==> config.mk <==
export PLATFORM = sky130hd
export DESIGN_NAME = vector_store_unit
export DESIGN_NICKNAME = d
export VERILOG_FILES = /design/src/rtl/simd_pkg.sv /design/src/rtl/vector_unpack_shift.sv /design/src/rtl/vector_store_unit.sv
export SDC_FILE = /design/constraint.sdc
export NUM_CORES = 1
export LEC_CHECK = 0
export ABC_AREA = 1
export BUFFER_PORTS_ARGS = -buffer_cell sky130_fd_sc_hd__buf_4
export CAP_MARGIN = 10
export CORE_MARGIN = 10
export CORE_UTILIZATION = 49
export CTS_CLUSTER_DIAMETER = 50
export DETAILED_ROUTE_END_ITERATION = 12
export MAX_ROUTING_LAYER = met4
export PLACE_DENSITY = 0.74
export SLEW_MARGIN = 20
export SYNTH_ARGS = -nofsm -noshare
export SYNTH_HDL_FRONTEND = slang
export SYNTH_SLANG_ARGS = --single-unit
export TNS_END_PERCENT = 1
==> constraint.sdc <==
create_clock -name clk -period 1.4 [get_ports clk]
set_input_delay 0.14 -clock clk [delete_from_list [all_inputs] [get_ports clk]]
set_output_delay 0.14 -clock clk [all_outputs]
set_load 0.05 [all_outputs]
==> src/rtl/simd_pkg.sv <==
// Shared definitions for the SIMD vector datapath and its memory-side units.
// Holds the vector geometry plus the types used by the vector store path.
package simd_pkg;

    localparam int WIDTH_V      = 128;
    localparam int BITS_INDEX   = 8;
    localparam int NUM_ELEMENTS = WIDTH_V / BITS_INDEX;

    typedef enum logic [1:0] {
        ST_IDLE  = 2'd0,
        ST_WRITE = 2'd1,
        ST_DONE  = 2'd2
    } store_state_t;

    typedef logic [BITS_INDEX-1:0] element_t;

endpackage

==> src/rtl/vector_unpack_shift.sv <==
// Loadable left-shift register that presents the most significant element of a
// packed vector; each shift exposes the next element (element 0 sits in the MSBs).
module vector_unpack_shift #(
    parameter int WIDTH  = 128,
    parameter int ELEM_W = 8
) (
    input  logic              clk,
    input  logic              rst,
    input  logic              load,
    input  logic              shift,
    input  logic [WIDTH-1:0]  data,
    output logic [ELEM_W-1:0] head
);

    logic [WIDTH-1:0] shreg;

    // Load wins over shift so a fresh vector never loses its first element.
    always_ff @(posedge clk) begin
        if (rst) begin
            shreg <= '0;
        end else if (load) begin
            shreg <= data;
        end else if (shift) begin
            shreg <= {shreg[WIDTH-ELEM_W-1:0], {ELEM_W{1'b0}}};
        end
    end

    assign head = shreg[WIDTH-1 -: ELEM_W];

endmodule

==> src/rtl/vector_store_unit.sv <==
// Stores one packed SIMD vector to byte-wide memory, one element per accepted
// beat, starting at a latched base address; signals completion with a done pulse.
module vector_store_unit
    import simd_pkg::*;
#(
    parameter int WIDTH_V    = simd_pkg::WIDTH_V,
    parameter int BITS_INDEX = simd_pkg::BITS_INDEX,
    parameter int ADDR_W     = 32
) (
    input  logic                  clk,
    input  logic                  rst,
    input  logic                  start,
    input  logic [ADDR_W-1:0]     base_addr,
    input  logic [WIDTH_V-1:0]    vec_in,
    output logic                  busy,
    output logic                  done,
    output logic                  mem_we,
    output logic [ADDR_W-1:0]     mem_addr,
    output logic [BITS_INDEX-1:0] mem_wdata,
    input  logic                  mem_ready
);

    localparam int NUM_ELEMENTS = WIDTH_V / BITS_INDEX;
    localparam int CNT_W        = $clog2(NUM_ELEMENTS);
    localparam logic [CNT_W-1:0] LAST_IDX = CNT_W'(NUM_ELEMENTS - 1);

    store_state_t     state;
    logic [CNT_W-1:0] count;
    logic             load_vec;
    logic             accept;

    assign load_vec = (state == ST_IDLE) && start;
    assign accept   = (state == ST_WRITE) && mem_ready;

    vector_unpack_shift #(
        .WIDTH  (WIDTH_V),
        .ELEM_W (BITS_INDEX)
    ) u_unpack (
        .clk   (clk),
        .rst   (rst),
        .load  (load_vec),
        .shift (accept),
        .data  (vec_in),
        .head  (mem_wdata)
    );

    // mem_addr doubles as the running address, so base_addr needs no separate latch.
    always_ff @(posedge clk) begin
        if (rst) begin
            state    <= ST_IDLE;
            busy     <= 1'b0;
            done     <= 1'b0;
            mem_we   <= 1'b0;
            mem_addr <= '0;
            count    <= '0;
        end else begin
            case (state)
                ST_IDLE: begin
                    done <= 1'b0;
                    if (start) begin
                        state    <= ST_WRITE;
                        busy     <= 1'b1;
                        mem_we   <= 1'b1;
                        mem_addr <= base_addr;
                        count    <= '0;
                    end
                end
                ST_WRITE: begin
                    if (mem_ready) begin
                        if (count == LAST_IDX) begin
                            state  <= ST_DONE;
                            mem_we <= 1'b0;
                            done   <= 1'b1;
                        end else begin
                            count    <= count + 1'b1;
                            mem_addr <= mem_addr + ADDR_W'(1);
                        end
                    end
                end
                ST_DONE: begin
                    state <= ST_IDLE;
                    done  <= 1'b0;
                    busy  <= 1'b0;
                end
                default: begin
                    state  <= ST_IDLE;
                    busy   <= 1'b0;
                    done   <= 1'b0;
                    mem_we <= 1'b0;
                end
            endcase
        end
    end

endmodule

# Word level (Yosys, flattened, before mapping)
# Index checks and enable logic that the tools add are counted.
[word_totals] regBits=169 out_inout_bits=43
[classes] n_mux=19 reduce_logical=11 bitwise_logic=2 n_addsub=2 eq_ne=7
[ops] op="$mux W128" count=2
[ops] op="$mux W32" count=3
[ops] op="$pmux W32 S2" count=1
[ops] op="$add A32 B1 Y32 const B" count=1
[ops] op="$mux W4" count=3
[ops] op="$pmux W4 S2" count=1
[ops] op="$reduce_and A4 Y1" count=2
[ops] op="$mux W2" count=3
[ops] op="$ne A2 B2 Y1 const B" count=3
[ops] op="$add A4 B1 Y4 const B" count=1
[ops] op="$eq A4 B4 Y1 const B" count=1
[ops] op="$pmux W2 S2" count=1
[ops] op="$reduce_and A2 Y1" count=2
[ops] op="$reduce_bool A2 Y1" count=2
[ops] op="$mux W1" count=3
[ops] op="$pmux W1 S3" count=1
[ops] op="$reduce_and A3 Y1" count=1
[ops] op="$eq A2 B1 Y1 const B" count=1
[ops] op="$eq A2 B2 Y1 const B" count=1
[ops] op="$logic_and A1 B1 Y1" count=2
[ops] op="$logic_not A2 Y1" count=1
[ops] op="$ne A2 B1 Y1 const B" count=1
[ops] op="$not A1 Y1" count=2
[ops] op="$pmux W1 S2" count=1
[ops] op="$reduce_or A2 Y1" count=1

# Longest topological paths before layout
# Gate-level depths: netlist (run 1).
[logic_depth] depth_word=4 depth_mapped=10 depth_no_buf=10

# By module
# A second synthesis (run 1) with hierarchy kept.
[unflattened] cells_unflattened=1436 hier_area_um2=8879.8
[by_module_without_submodules] module="vector_unpack_shift" cells_per_inst=953 area_per_inst_um2=6105.9 instances=1
[by_module_without_submodules] module="vector_store_unit" cells_per_inst=483 area_per_inst_um2=2773.9 instances=1

# Worst setup path before layout (run 1)
# OpenSTA, ideal clock, no wires.
[synth_path] path_kind="register to register" start="register mem_addr[1]" end="register mem_addr[20]" required_time_ns=1.286 t_arrival_ns=1.759 n_path_buf=0 setup_time_ns=0.114 period_less_slack_ns=1.872 setup_slack_ns=-0.472 stages_incl_launch_ff=11 path_cell_list="dfxtp_1 -> ha_1 -> nand2_1 -> nor2_2 -> nand2_1 -> nor2_1 -> nand2_1 -> nand2_1 -> nand3_1 -> nand2_1 -> nand2_1"
[synth_via] elab_chain_cells=4
[synth_lines] item="from (decl)" line_no="vector_store_unit.sv:18" rtl="output logic [ADDR_W-1:0] mem_addr,"
[synth_lines] item="from (signal assigned)" line_no="vector_store_unit.sv:64" rtl="mem_addr <= base_addr;"
[synth_lines] item="from (signal assigned)" line_no="vector_store_unit.sv:76" rtl="mem_addr <= mem_addr + ADDR_W'(1);"
[synth_lines] item="$add A32 B1 Y32" line_no="vector_store_unit.sv:76"
[synth_lines] item="$mux W32" line_no="vector_store_unit.sv:70" rtl="if (count == LAST_IDX) begin"
[synth_lines] item="$mux W32" line_no="vector_store_unit.sv:69" rtl="if (mem_ready) begin"
[synth_lines] item="$pmux W32 S2" line_no="vector_store_unit.sv:57" rtl="case (state)"
# Every way passes these cells. The select of a mux whose other input is x is not followed.
# A chain may end at the register's enable or synchronous reset.

# Worst setup path in the final report (run 1)
[layout_path] start="register count[0]" end="register mem_addr[1]"
[layout_via] elab_chain_cells=3
[layout_lines] item="from (decl)" line_no="vector_store_unit.sv:28" rtl="logic [CNT_W-1:0] count;"
[layout_lines] item="from (signal assigned)" line_no="vector_store_unit.sv:75" rtl="count <= count + 1'b1;"
[layout_lines] item="$eq A4 B4 Y1" line_no="vector_store_unit.sv:70"
[layout_lines] item="$ne A2 B2 Y1 (no line)"
[layout_lines] item="$reduce_and A4 Y1 (no line)"
# Every way passes these cells.

==> results.md, run 1 <==
* Yosys reg bits at between 150 and 200
* P&R area growth vs syn at 46.6%
* RSZ-0062 raised after global routing: yes
* Final Util at 0.736
* Initial antenna violation count at 0
* Iter 0 DRT Violations at 730
* Measured slew at the worst slew-check pin at around 600 ps
* Worst Setup Path Type: flop to flop
* Setup slack after placement at -115 ps
* Max Transition Viols Final at 0
* CP cell instances: ha_4 -> nand2_2 -> nor2_2 -> nand2_1 -> nand2_4 -> nor2_4 -> buf_6 -> a22o_1
* Top-area cell type share of the netlist area at 0.404
* Post-route ant nets at 0
* Ports at around 210
* Clock latency on the worst-skew pair at 430 ps
* Worst path top cell family by delay: simple AND/OR/NAND/NOR gates
* Crit path buf inv count at 1
* Die Wd at 151 µm
* Hold EP: u_unpack.shreg[93]$_SDFFE_PP0P_
* # fillers at roughly 1,400
* Fraction of layout cells with a size suffix above 1 at 0.266
* Clk buf depth at 2
* Max-Cap Viols at 0
* Startpoint types: flop
* Site Rows at 47
* DRC violations left at 0
* Port Buffer Count at roughly 210
* Core Region at approximately 0.017 mm²
* Final wirelength at approximately 28,000 µm
* Total GRT Usage at 0.249
* Ys Warns at 0
* Crit path DAT at roughly 1800 ps
* Reg-to-reg endpoint: mem_addr[1]$_SDFFE_PP0P_
* CP peak stage delay at ~370 ps
* Pwr Total at roughly 14 mW
* Failing checks: negative setup slack
* Number of buffers created by CTS at 17
* Layout net count at approximately 1,800
* Hold Vio Cnt, Final at 0
* Mapped Area at 0.00838 mm²
* Worst Setup End Kind: flop
* CTS clk-pin slew, worst paths at around 60 ps
* Crit path max fanout at 9
* Slowest-stage cell, CP: dfxtp_4
* Required time worst endpoint at roughly 1700 ps
* Largest net degree at the start of global routing at between 100 and 150
* Clock Skew at roughly 9.4 ps
* Die Y at 151 µm
* First-pass GRT wire length at ~45,000 µm
* Vias in the first global route at 9,249
* Worst Hold Launch: vec_in[93]
* HPWL Detailed at 19,100 µm
* Design Area, Final at around 0.012 mm²
* Levels on crit path at 8
* Worst min path class: primary input to flop
* Status: complete, but fails checks
* R2R Setup Slk at -70 ps
* Fmax at roughly 680 MHz
* H-tree level count at 4
* Crit. Startpoint: count[0]$_SDFFE_PP0P_
* Synth Area per Inst at about 6.5 µm²
* Starting Density at 0.502
* TritonCTS clock tree: yes
* Hold path cells at 3
* Pwr dens at ~1100 mW/mm²
* Placed Area at approximately 0.011 mm²
* # clock sinks at between 150 and 200
* Largest cells by area after synthesis: dfxtp_1 (40%), nand2_1 (15%), nor2_1 (13%)
* Global route overflow at 0
* Min cycle time layout at roughly 1500 ps
* Relative slew slack at 0.601
* VDD IR max at between 0.9 and 1 mV
* Final Cycle Share at 1.05
* Drt pass-1 iters at 5
* Vias at 9,435
* Synthesized netlist cell count at between 1,000 and 1,500
* Register area share after synthesis at 0.404
* Post-synth top area cell: dfxtp_1
* Reg2reg path depth at 8
* Pleak at between 5 and 6 nW
* Distinct cells, synth at 35
* Final setup vio count at 45
* Post-Syn Nets at roughly 1,500
* R2R Path Start: count[0]$_SDFFE_PP0P_
* Root Driver: clkbuf_16
* Die area at between 0.02 and 0.025 mm²
* Diode count at 0
* Post-route setup slack at -71.8 ps
* Setup_tns at -1190 ps
* Placer Congestion at 0.935
* Wire per inst at approximately 16 µm
* Vias/cell at 5.17
[tightest hold or removal path, cell delays in order]
cell and delay (ps):
buf_4 80, o21ai_1 60, a21oi_1 110
[metrics by stage]
stage,std cells,hold slack [ps]
after global routing,1824,3.73
after detailed placement,1719,411
after CTS,1821,0.0775
after global placement,1719,411
final,1824,1.27
after floorplan,1296,288
[flip-flops by register name, summed over array words and instances, names as in the netlist]
register        count
mem_we              1
mem_addr           32
state               2
u_unpack.shreg    128
busy                1
count               4
done                1
[cells by family (layout without fill, tap and decap cells)]
group           after synthesis  count (layout)  synth area share
flops                       169             169             0.404
buf+inv                     129             437            0.0784
compound gates              313             313             0.194
simple gates                683             683             0.321
fa+ha+maj                     2               2           0.00299
[report_power, final]
| part | switching (mW) | total [mW] | leakage [nW] | internal [mW] |
|---|---|---|---|---|
| Sequential | 0.264 | 5.46 | 1.40 | 5.20 |
| Combinational | 1.80 | 3.18 | 3.40 | 1.39 |
| Clock | 1.93 | 5.11 | 0.314 | 3.18 |
| Total | 4.00 | 13.8 | 5.12 | 9.76 |
[timing repair]
action | 4_1_cts | 5_1_grt
endpoints found under the hold margin | 70 | 0
setup buffers | 1 | 2
pin swaps | 7 | 12
setup endpoints to repair | 129 | 159
hold buffers | 70 | 0
gates resized for setup | 37 | 45
cloned | 1 | 1
[layer usage]
metal  track usage  part of all wire  up-vias
li1              -                 -     4798
met1         0.294              0.42     4312
met2         0.407              0.50      285
met3        0.0621             0.065       40
met4        0.0818             0.020        0
met5             -                 0        -
[Yosys cell counts]
cell type and n:
clkbuf_1 33, o22ai_1 1, a22oi_1 2, nand2_1 327, ha_1 2, a21boi_0 1, buf_4 13, a31oi_1 1
nand3_1 40, nand2_4 1, nor2_2 4, and2_1 1, nor2_4 1, buf_1 1, nor3b_1 2, inv_2 6
nor3_1 1, o221ai_1 1, nor2_1 296, o21ai_1 85, nand2_2 3, nand3b_1 4, nand3_4 1, nand4_1 1
o21ai_0 71, dfxtp_1 169, a21oi_1 134, buf_6 11, and3_1 1, o31ai_1 6, inv_1 31, o21bai_1 9
a22o_1 2, buf_2 33, clkinv_1 1
[worst max path at each step]
stage                                      endpoint  slack [ps]
after CTS                 mem_addr[22]$_SDFFE_PP0P_         -50
after detailed placement  mem_addr[22]$_SDFFE_PP0P_        -120
after global placement    mem_addr[29]$_SDFFE_PP0P_         -80
after floorplan           mem_addr[22]$_SDFFE_PP0P_         -20
after global routing      mem_addr[22]$_SDFFE_PP0P_        -170
final                      mem_addr[1]$_SDFFE_PP0P_         -70
[layout by cell type, fill, tap and decap left out, types with 6 or more instances in the layout]
cell,instances
nand2_2,6
o21ai_1,89
dlygate4sd3_1,70
nor2_1,260
clkbuf_16,19
nand3_1,39
nor2_4,11
nand2_1,320
buf_12,11
o21ai_0,66
inv_1,31
dfxtp_2,23
buf_4,277
nor2_2,30
o21bai_1,9
dfxtp_1,136
dfxtp_4,10
buf_6,7
a21oi_1,134
o31ai_1,6
[cell type report]
type                       count  area, µm²  share of cell area
clock buffer                  20        478              0.0389
clock inverter                10        165              0.0134
inverter                      38        173              0.0141
multi-input combinational    998       4560               0.371
sequential                   169       3450               0.281
tap                          220        275              0.0224
timing repair buffer         369       3190               0.259
No activity file was read; power rests on OpenSTA's default activity.
==> run 2, diff against run 1 <==
RECOVER_POWER = 100   (was unset)
==> run 2 against run 1 <==
  * The flow still finishes with violations (negative setup slack)
  * Critical endpoint unchanged
  * Design area is 1.0% lower
  * Highest routed layer unchanged
  * Clock skew up 1.3 ps
  * Maximum frequency shrank 0.88%
  * Via count is essentially flat
  * Core utilization is 0.74 points lower
  * Non-clock buffer count is the same
  * Combinational power fell by 2%
  * Global-route usage unchanged
==> results.md, run 2 (synthesis gave the netlist of run 1 again) <==
* Pwr dens at 1120 mW/mm² (+0.43%)
* TritonCTS clock tree: yes
* Vias at 9,442 (+0.074%)
* Ports at 207 (unchanged)
* Port Buffer Count at 206 (unchanged)
* Measured slew at the worst slew-check pin at 593 ps (-5.83 ps)
* Failing checks: negative setup slack
* Hold Vio Cnt, Final at 0 (unchanged)
* Worst path top cell family by delay: simple AND/OR/NAND/NOR gates
* Number of buffers created by CTS at 17 (unchanged)
* Max-Cap Viols at 0 (unchanged)
* Status: complete, but fails checks
* Clk buf depth at 2 (unchanged)
* Die Wd at 151 µm (unchanged)
* Starting Density at 0.502 (unchanged)
* Vias/cell at 5.18 (about the same)
* R2R Path Start: count[0]$_SDFFE_PP0P_
* Reg-to-reg endpoint: mem_addr[1]$_SDFFE_PP0P_
* Slowest-stage cell, CP: dfxtp_2
* Crit path max fanout at 9 (unchanged)
* Vias in the first global route at 9,249 (unchanged)
* HPWL Detailed at 19,100 µm (unchanged)
* H-tree level count at 4 (unchanged)
* Total GRT Usage at 0.249 (unchanged)
* Top reg by flops: u_unpack.shreg
* Post-route ant nets at 0 (unchanged)
* Global route overflow at 0 (unchanged)
* Crit path buf inv count at 1 (unchanged)
* Worst Hold Launch: vec_in[93]
* RSZ-0062 raised after global routing: yes
* Diode count at 0 (unchanged)
* CTS clk-pin slew, worst paths at 60 ps (about the same)
* WHS at 3.17 ps (+1.90 ps)
* Startpoint types: flop
* Final non-filler cell total at 1,824 (unchanged)
* Min cycle time layout at 1480 ps (+13.0 ps)
* Required time worst endpoint at 1710 ps (about the same)
* Final wirelength at 28,400 µm (about the same)
* Drt pass-1 iters at 5 (unchanged)
* Die Y at 151 µm (unchanged)
* Site Rows at 47 (unchanged)
* Worst min path class: primary input to flop
* Regs by FF count: u_unpack.shreg: 128 flops, mem_addr: 32 flops, count: 4 flops
* R2R Setup Slk at -80 ps (about the same)
* Multi-input logic area at 0.00456 mm² (unchanged)
* Layout net count at 1,759 (unchanged)
* Most frequent cells in the layout: nand2_1 (320), nor2_1 (260), buf_4 (234)
* Crit path DAT at 1800 ps (about the same)
* Max FFs per register at 128 (unchanged)
* # clock sinks at 169 (unchanged)
* Hold EP: u_unpack.shreg[93]$_SDFFE_PP0P_
* Fraction of layout cells with a size suffix above 1 at 0.266 (unchanged)
* # fillers at 1,389 (+2.6%)
* CP peak stage delay at 370 ps (about the same)
* Reg2reg path depth at 8 (unchanged)
* Clock latency on the worst-skew pair at 430 ps (about the same)
* Largest net degree at the start of global routing at 131 (unchanged)
* Core Region at 0.0167 mm² (unchanged)
* CP cell instances: ha_4 -> nand2_2 -> nor2_2 -> nand2_1 -> nand2_4 -> nor2_4 -> buf_6 -> a22o_1
* Pleak at 5.08 nW (-0.67%)
* Initial antenna violation count at 0 (unchanged)
* Levels on crit path at 8 (unchanged)
* Fmax at 673 MHz (-0.88%)
* Wire per inst at 15.6 µm (about the same)
* First-pass GRT wire length at 44,900 µm (unchanged)
* FF/Latch Area at 0.00345 mm² (about the same)
* Max Transition Viols Final at 0 (unchanged)
* P&R area growth vs syn at 45.1%
* Clock Skew at 10.7 ps (+1.32 ps)
* Worst Setup Path Type: flop to flop
* Worst Setup End Kind: flop
* Final setup vio count at 41 (-8.9%)
* VDD IR max at 0.976 mV (-0.49%)
* Relative slew slack at 0.605 (+0.00389)
* DRC violations left at 0 (unchanged)
* Placer Congestion at 0.935 (unchanged)
* Iter 0 DRT Violations at 684 (-6.3%)
* Placed Cells incl. Taps at 1,719 (unchanged)
* Most common cell after layout, fill and taps aside: nand2_1
* Root Driver: clkbuf_16
* Hold path cells at 3 (unchanged)
* Post-route setup slack at -84.8 ps (-13.0 ps)
* Die area at 0.0227 mm² (unchanged)
* Final Cycle Share at 1.06 (+0.00928)
## run 2: cell types whose count changed in the layout (fill, tap and decap cells not counted), sizes merged
cell,previous run,this run
clkbuf,21,55
buf,298,264
## run 2: cell type report
cell class	count	share of cell area
tap	220	0.0226
clock buffer	20	0.0393
timing repair buffer	369	0.252
sequential	169	0.283
multi-input combinational	998	0.375
clock inverter	10	0.0136
inverter	38	0.0142
## run 2: stage by stage
step | worst slack, ps | cell area [µm²] | setup TNS, ps | util | total power, mW
2_1_floorplan | -15.6 | 8480 | -65.3 | - | 7.32
3_3_place_gp | -77.3 | 10600 | -862 | 0.636 | 8.37
3_5_place_dp | -115 | 10600 | -2500 | 0.636 | 8.41
4_1_cts | -45.4 | 12100 | -604 | 0.726 | 13.7
5_1_grt | -173 | 12200 | -13600 | 0.728 | 14.3
6_report | -84.8 | 12200 | -1310 | 0.728 | 13.7
## run 2: where the power goes
part	total [mW]	switching (mW)	internal [mW]	leakage (nW)
combinational	3.11	1.80	1.32	3.37
clock	5.10	1.93	3.18	0.314
sequential	5.46	0.263	5.20	1.40
## run 2: worst max path at each step
stage	slack [ps]	endpoint	start
after floorplan	-20	mem_addr[22]$_SDFFE_PP0P_	mem_addr[1]$_SDFFE_PP0P_
after global placement	-80	mem_addr[29]$_SDFFE_PP0P_	mem_addr[9]$_SDFFE_PP0P_
after detailed placement	-120	mem_addr[22]$_SDFFE_PP0P_	mem_addr[1]$_SDFFE_PP0P_
after CTS	-50	mem_addr[22]$_SDFFE_PP0P_	mem_addr[0]$_SDFFE_PP0P_
after global routing	-170	mem_addr[22]$_SDFFE_PP0P_	mem_addr[10]$_SDFFE_PP0P_
final	-80	mem_addr[1]$_SDFFE_PP0P_	count[0]$_SDFFE_PP0P_
## run 2: worst register-to-register path, cell delays in order, from the launching register on
cell     delay (ps)
dfxtp_2         370
ha_4            160
nand2_2          70
nor2_2          110
nand2_1         100
nand2_4         180
nor2_4           60
buf_6           140
a22o_1          200
## run 2: what timing repair did
item | 4_1_cts | 5_1_grt
setup endpoints to repair | 129 | 159
setup buffers | 1 | 2
pin swaps | 7 | 12
hold buffers | 70 | 0
endpoints found under the hold margin | 70 | 0
gates resized for setup | 37 | 45
gates cloned | 1 | 1
## run 2: routing by layer
metal | vias to the layer above | track usage | part of all wire
met1 | 4337 | 0.294 | 0.42
met4 | 0 | 0.0818 | 0.019
met5 | - | - | 0
met2 | 275 | 0.407 | 0.49
li1 | 4791 | - | -
met3 | 39 | 0.0621 | 0.063
==> run 3, diff against run 2 <==
CELL_PAD_IN_SITES_DETAIL_PLACEMENT = 1   (was unset)
CELL_PAD_IN_SITES_GLOBAL_PLACEMENT = 2   (was unset)
CORE_UTILIZATION = 25   (was 49)
PLACE_DENSITY = 0.72   (was 0.74)
RECOVER_POWER = 25   (was 100)
==> run 3 against run 2 <==
  * Critical path depth unchanged
  * Global-route usage down 7.1 points
  * Non-clock buffer count up 61
  * Die area up 81%
  * The flow finishes with violations (negative hold slack, negative setup slack)
  * Clock skew down 2.3 ps
  * Sequential power about the same
  * Count of clock-buffer cells in the layout up 2
  * Combinational power up 16%
  * Largest cell class unchanged
  * Worst hold slack worse by 5.1 ps
  * Maximum frequency down 1.9%
  * Power up 2.1%
  * Via count up 2.5%
==> results.md, run 3 (synthesis gave the netlist of run 1 again) <==
* Status: complete, but fails checks
* Failing checks: negative hold slack, negative setup slack
* Root Driver: clkbuf_16
* Regs by FF count: u_unpack.shreg: 128 flops, mem_addr: 32 flops, count: 4 flops
* Placed Area at 0.0111 mm² (+4.5%)
* Drt pass-1 iters at 4 (-1)
* Die Wd at 203 µm (+35%)
* Final Cycle Share at 1.08 (+0.0206)
* Fmax at 661 MHz (-1.9%)
* Switching power total at 4.43 mW (+11%)
* Crit path max fanout at 15 (+6)
* Die area at 0.0413 mm² (+81%)
* Hold Vio Cnt, Final at 1 (+1)
* Die Y at 203 µm (+35%)
* R2R Setup Slk at -110 ps (-30 ps)
* Max Transition Viols Final at 0 (unchanged)
* Clock share of power at 0.348 (-0.025)
* Metal-1 WL at 16,500 µm (+37%)
* Largest net degree at the start of global routing at 102 (-22%)
* Slowest-stage cell, CP: dfxtp_2
* Clk buf depth at 2 (unchanged)
* Pint at 9.54 mW (-1.6%)
* Starting Density at 0.256 (-0.246)
* Reg-to-reg endpoint: u_unpack.shreg[13]$_SDFFE_PP0P_
* Wire per inst at 16.9 µm (+8.5%)
* Pwr dens at 1040 mW/mm² (-7.5%)
* Crit path DAT at 1820 ps (+20 ps)
* P&R area growth vs syn at 60.2%
* Min cycle time layout at 1510 ps (+28.9 ps)
* Initial antenna violation count at 3 (+3)
* Layout net count at 1,822 (+3.6%)
* HPWL Detailed at 24,200 µm (+26%)
* Vias at 9,682 (+2.5%)
* Worst path top cell family by delay: buffers and inverters
* TritonCTS clock tree: yes
* Most frequent cells in the layout: nand2_1 (318), buf_4 (278), nor2_1 (225)
* Max FFs per register at 128 (unchanged)
* CP cell instances: inv_4 -> nand3_4 -> clkinv_8 -> buf_12 -> buf_12 -> buf_8 -> o21bai_1 -> a21oi_1
* Ports at 207 (unchanged)
* Setup_tns at -4620 ps (-3310 ps)
* Worst Setup End Kind: flop
* Setup slack after placement at -265 ps (-149 ps)
* Final wirelength at 35,800 µm (+26%)
* First-pass GRT wire length at 57,100 µm (+27%)
* Core Region at 0.0328 mm² (+96%)
* Measured slew at the worst slew-check pin at 546 ps (-46.8 ps)
* Clock Skew at 8.45 ps (-2.26 ps)
* Part of the power in registers at 0.393 (-0.006)
* Switching power share of the total at 0.317 (+0.0256)
* CP peak stage delay at 350 ps (-20 ps)
* Met2 WL post-DR at 17,800 µm (+27%)
* Placer Congestion at 0.800 (-14%)
* Hold path cells at 3 (unchanged)
* Top reg by flops: u_unpack.shreg
* Top layer used by detailed routing: met4
* Most common cell after layout, fill and taps aside: nand2_1
* Total GRT Usage at 0.178 (-0.0711)
* Met3 wire length at 1220 µm (-32%)
* Port Buffer Count at 206 (unchanged)
* Worst min path class: primary input to flop
* Global route overflow at 0 (unchanged)
* Worst Setup Path Type: flop to flop
* Crit path buf inv count at 5 (+4)
* Most numerous cell on the critical path: buf_12
* Hold EP: u_unpack.shreg[85]$_SDFFE_PP0P_
* Pleak at 5.50 nW (+8.2%)
* Fraction of layout cells with a size suffix above 1 at 0.301 (+0.0352)
* Vias in the first global route at 10,400 (+12%)
* Iter 0 DRT Violations at 394 (-42%)
* R2R Path Start: state[0]$_SDFFE_PP0P_
* Required time worst endpoint at 1700 ps (about the same)
* Max-Cap Viols at 0 (unchanged)
* H-tree level count at 4 (unchanged)
* Vias/cell at 4.58 (-12%)
* Pwr Total at 14.0 mW (+2.1%)
* # fillers at 4,107 (+200%)
* VDD IR max at 0.914 mV (-6.4%)
* WHS at -1.94 ps (-5.11 ps)
* Startpoint types: flop
* Gate power share at 0.259 (+0.031)
* RSZ-0062 raised after global routing: yes
* CTS clk-pin slew, worst paths at 70 ps (about the same)
* Post-route setup slack at -114 ps (-28.9 ps)
* Worst Hold Launch: vec_in[85]
* # clock sinks at 169 (unchanged)
* Site Rows at 66 (+40%)
* DRC violations left at 0 (unchanged)
* Final setup vio count at 137 (+230%)
* Number of buffers created by CTS at 17 (unchanged)
* Post-route ant nets at 0 (unchanged)
* Clock latency on the worst-skew pair at 440 ps (about the same)
* Design Area, Final at 0.0134 mm² (+10%)
* Relative slew slack at 0.636 (+0.0312)
* Reg2reg path depth at 8 (unchanged)
run 3: cell types whose count changed in the layout (fill, tap and decap cells not counted), moves of 7 or more:
cell / before / now
clkbuf_2: 33 / 12
o21ai_1: 89 / 98
buf_12: 11 / 21
nor2_1: 260 / 225
buf_2: 9 / 0
o21ai_0: 66 / 55
nor2_2: 30 / 63
buf_16: 2 / 9
buf_4: 234 / 278
dlygate4sd3_1: 70 / 98
run 3: layout make-up:
cell class	count	area, µm²	area share
clock buffer	22	484	0.0361
clock inverter	10	106	0.00792
multi-input combinational	998	4690	0.349
timing repair inverter	2	15.0	0.00112
timing repair buffer	430	3950	0.294
antenna	3	7.51	0.000559
tap	442	553	0.0412
inverter	38	176	0.0131
sequential	169	3450	0.257
run 3: how the worst max path moves through the flow:
| stage | startpoint | endpoint | slack, ps | depth (start not counted) |
|---|---|---|---|---|
| floorplan | mem_addr[1]$_SDFFE_PP0P_ | mem_addr[22]$_SDFFE_PP0P_ | -20 | 10 |
| detailed placement | state[1]$_SDFFE_PP0P_ | count[2]$_SDFFE_PP0P_ | -260 | 6 |
| global route | state[0]$_SDFFE_PP0P_ | u_unpack.shreg[123]$_SDFFE_PP0P_ | -210 | 10 |
| finish | state[0]$_SDFFE_PP0P_ | u_unpack.shreg[13]$_SDFFE_PP0P_ | -110 | 8 |
| CTS | state[0]$_SDFFE_PP0P_ | u_unpack.shreg[50]$_SDFFE_PP0P_ | -70 | 9 |
| global placement | state[1]$_SDFFE_PP0P_ | count[2]$_SDFFE_PP0P_ | -250 | 6 |
run 3: tightest hold or removal path: stages:
cell,delay [ps]
buf_4,90
o21ai_1,60
a21oi_1,110
run 3: per-layer routing:
layer | vias up | track usage
li1 | 4933 | -
met1 | 4562 | 0.215
met2 | 172 | 0.302
met3 | 15 | 0.0349
met4 | 0 | 0.0328
met5 | - | -
run 3: power groups by stage:
stage	Sequential (mW)	Combinational [mW]	Clock [mW]
2_1_floorplan	5.81	1.51	0
3_3_place_gp	5.57	3.02	0
3_5_place_dp	5.58	3.05	0
4_1_cts	5.47	3.57	5.01
5_1_grt	5.55	3.99	5.23
6_report	5.49	3.62	4.86
run 3: what timing repair did:
| action | 4_1_cts | 5_1_grt |
|---|---|---|
| buffers inserted | 16 | 0 |
| hold endpoints to repair | 97 | 1 |
| hold buffers | 97 | 1 |
| endpoints found under the setup margin | 154 | 165 |
| cloned | 7 | 1 |
| pin swaps | 18 | 16 |
| resized for setup | 68 | 81 |
run 3: through the flow:
step	cells	util
2_1_floorplan	1296	-
3_3_place_gp	1957	0.338
3_5_place_dp	1957	0.338
4_1_cts	2109	0.403
5_1_grt	2114	0.410
6_report	2114	0.410
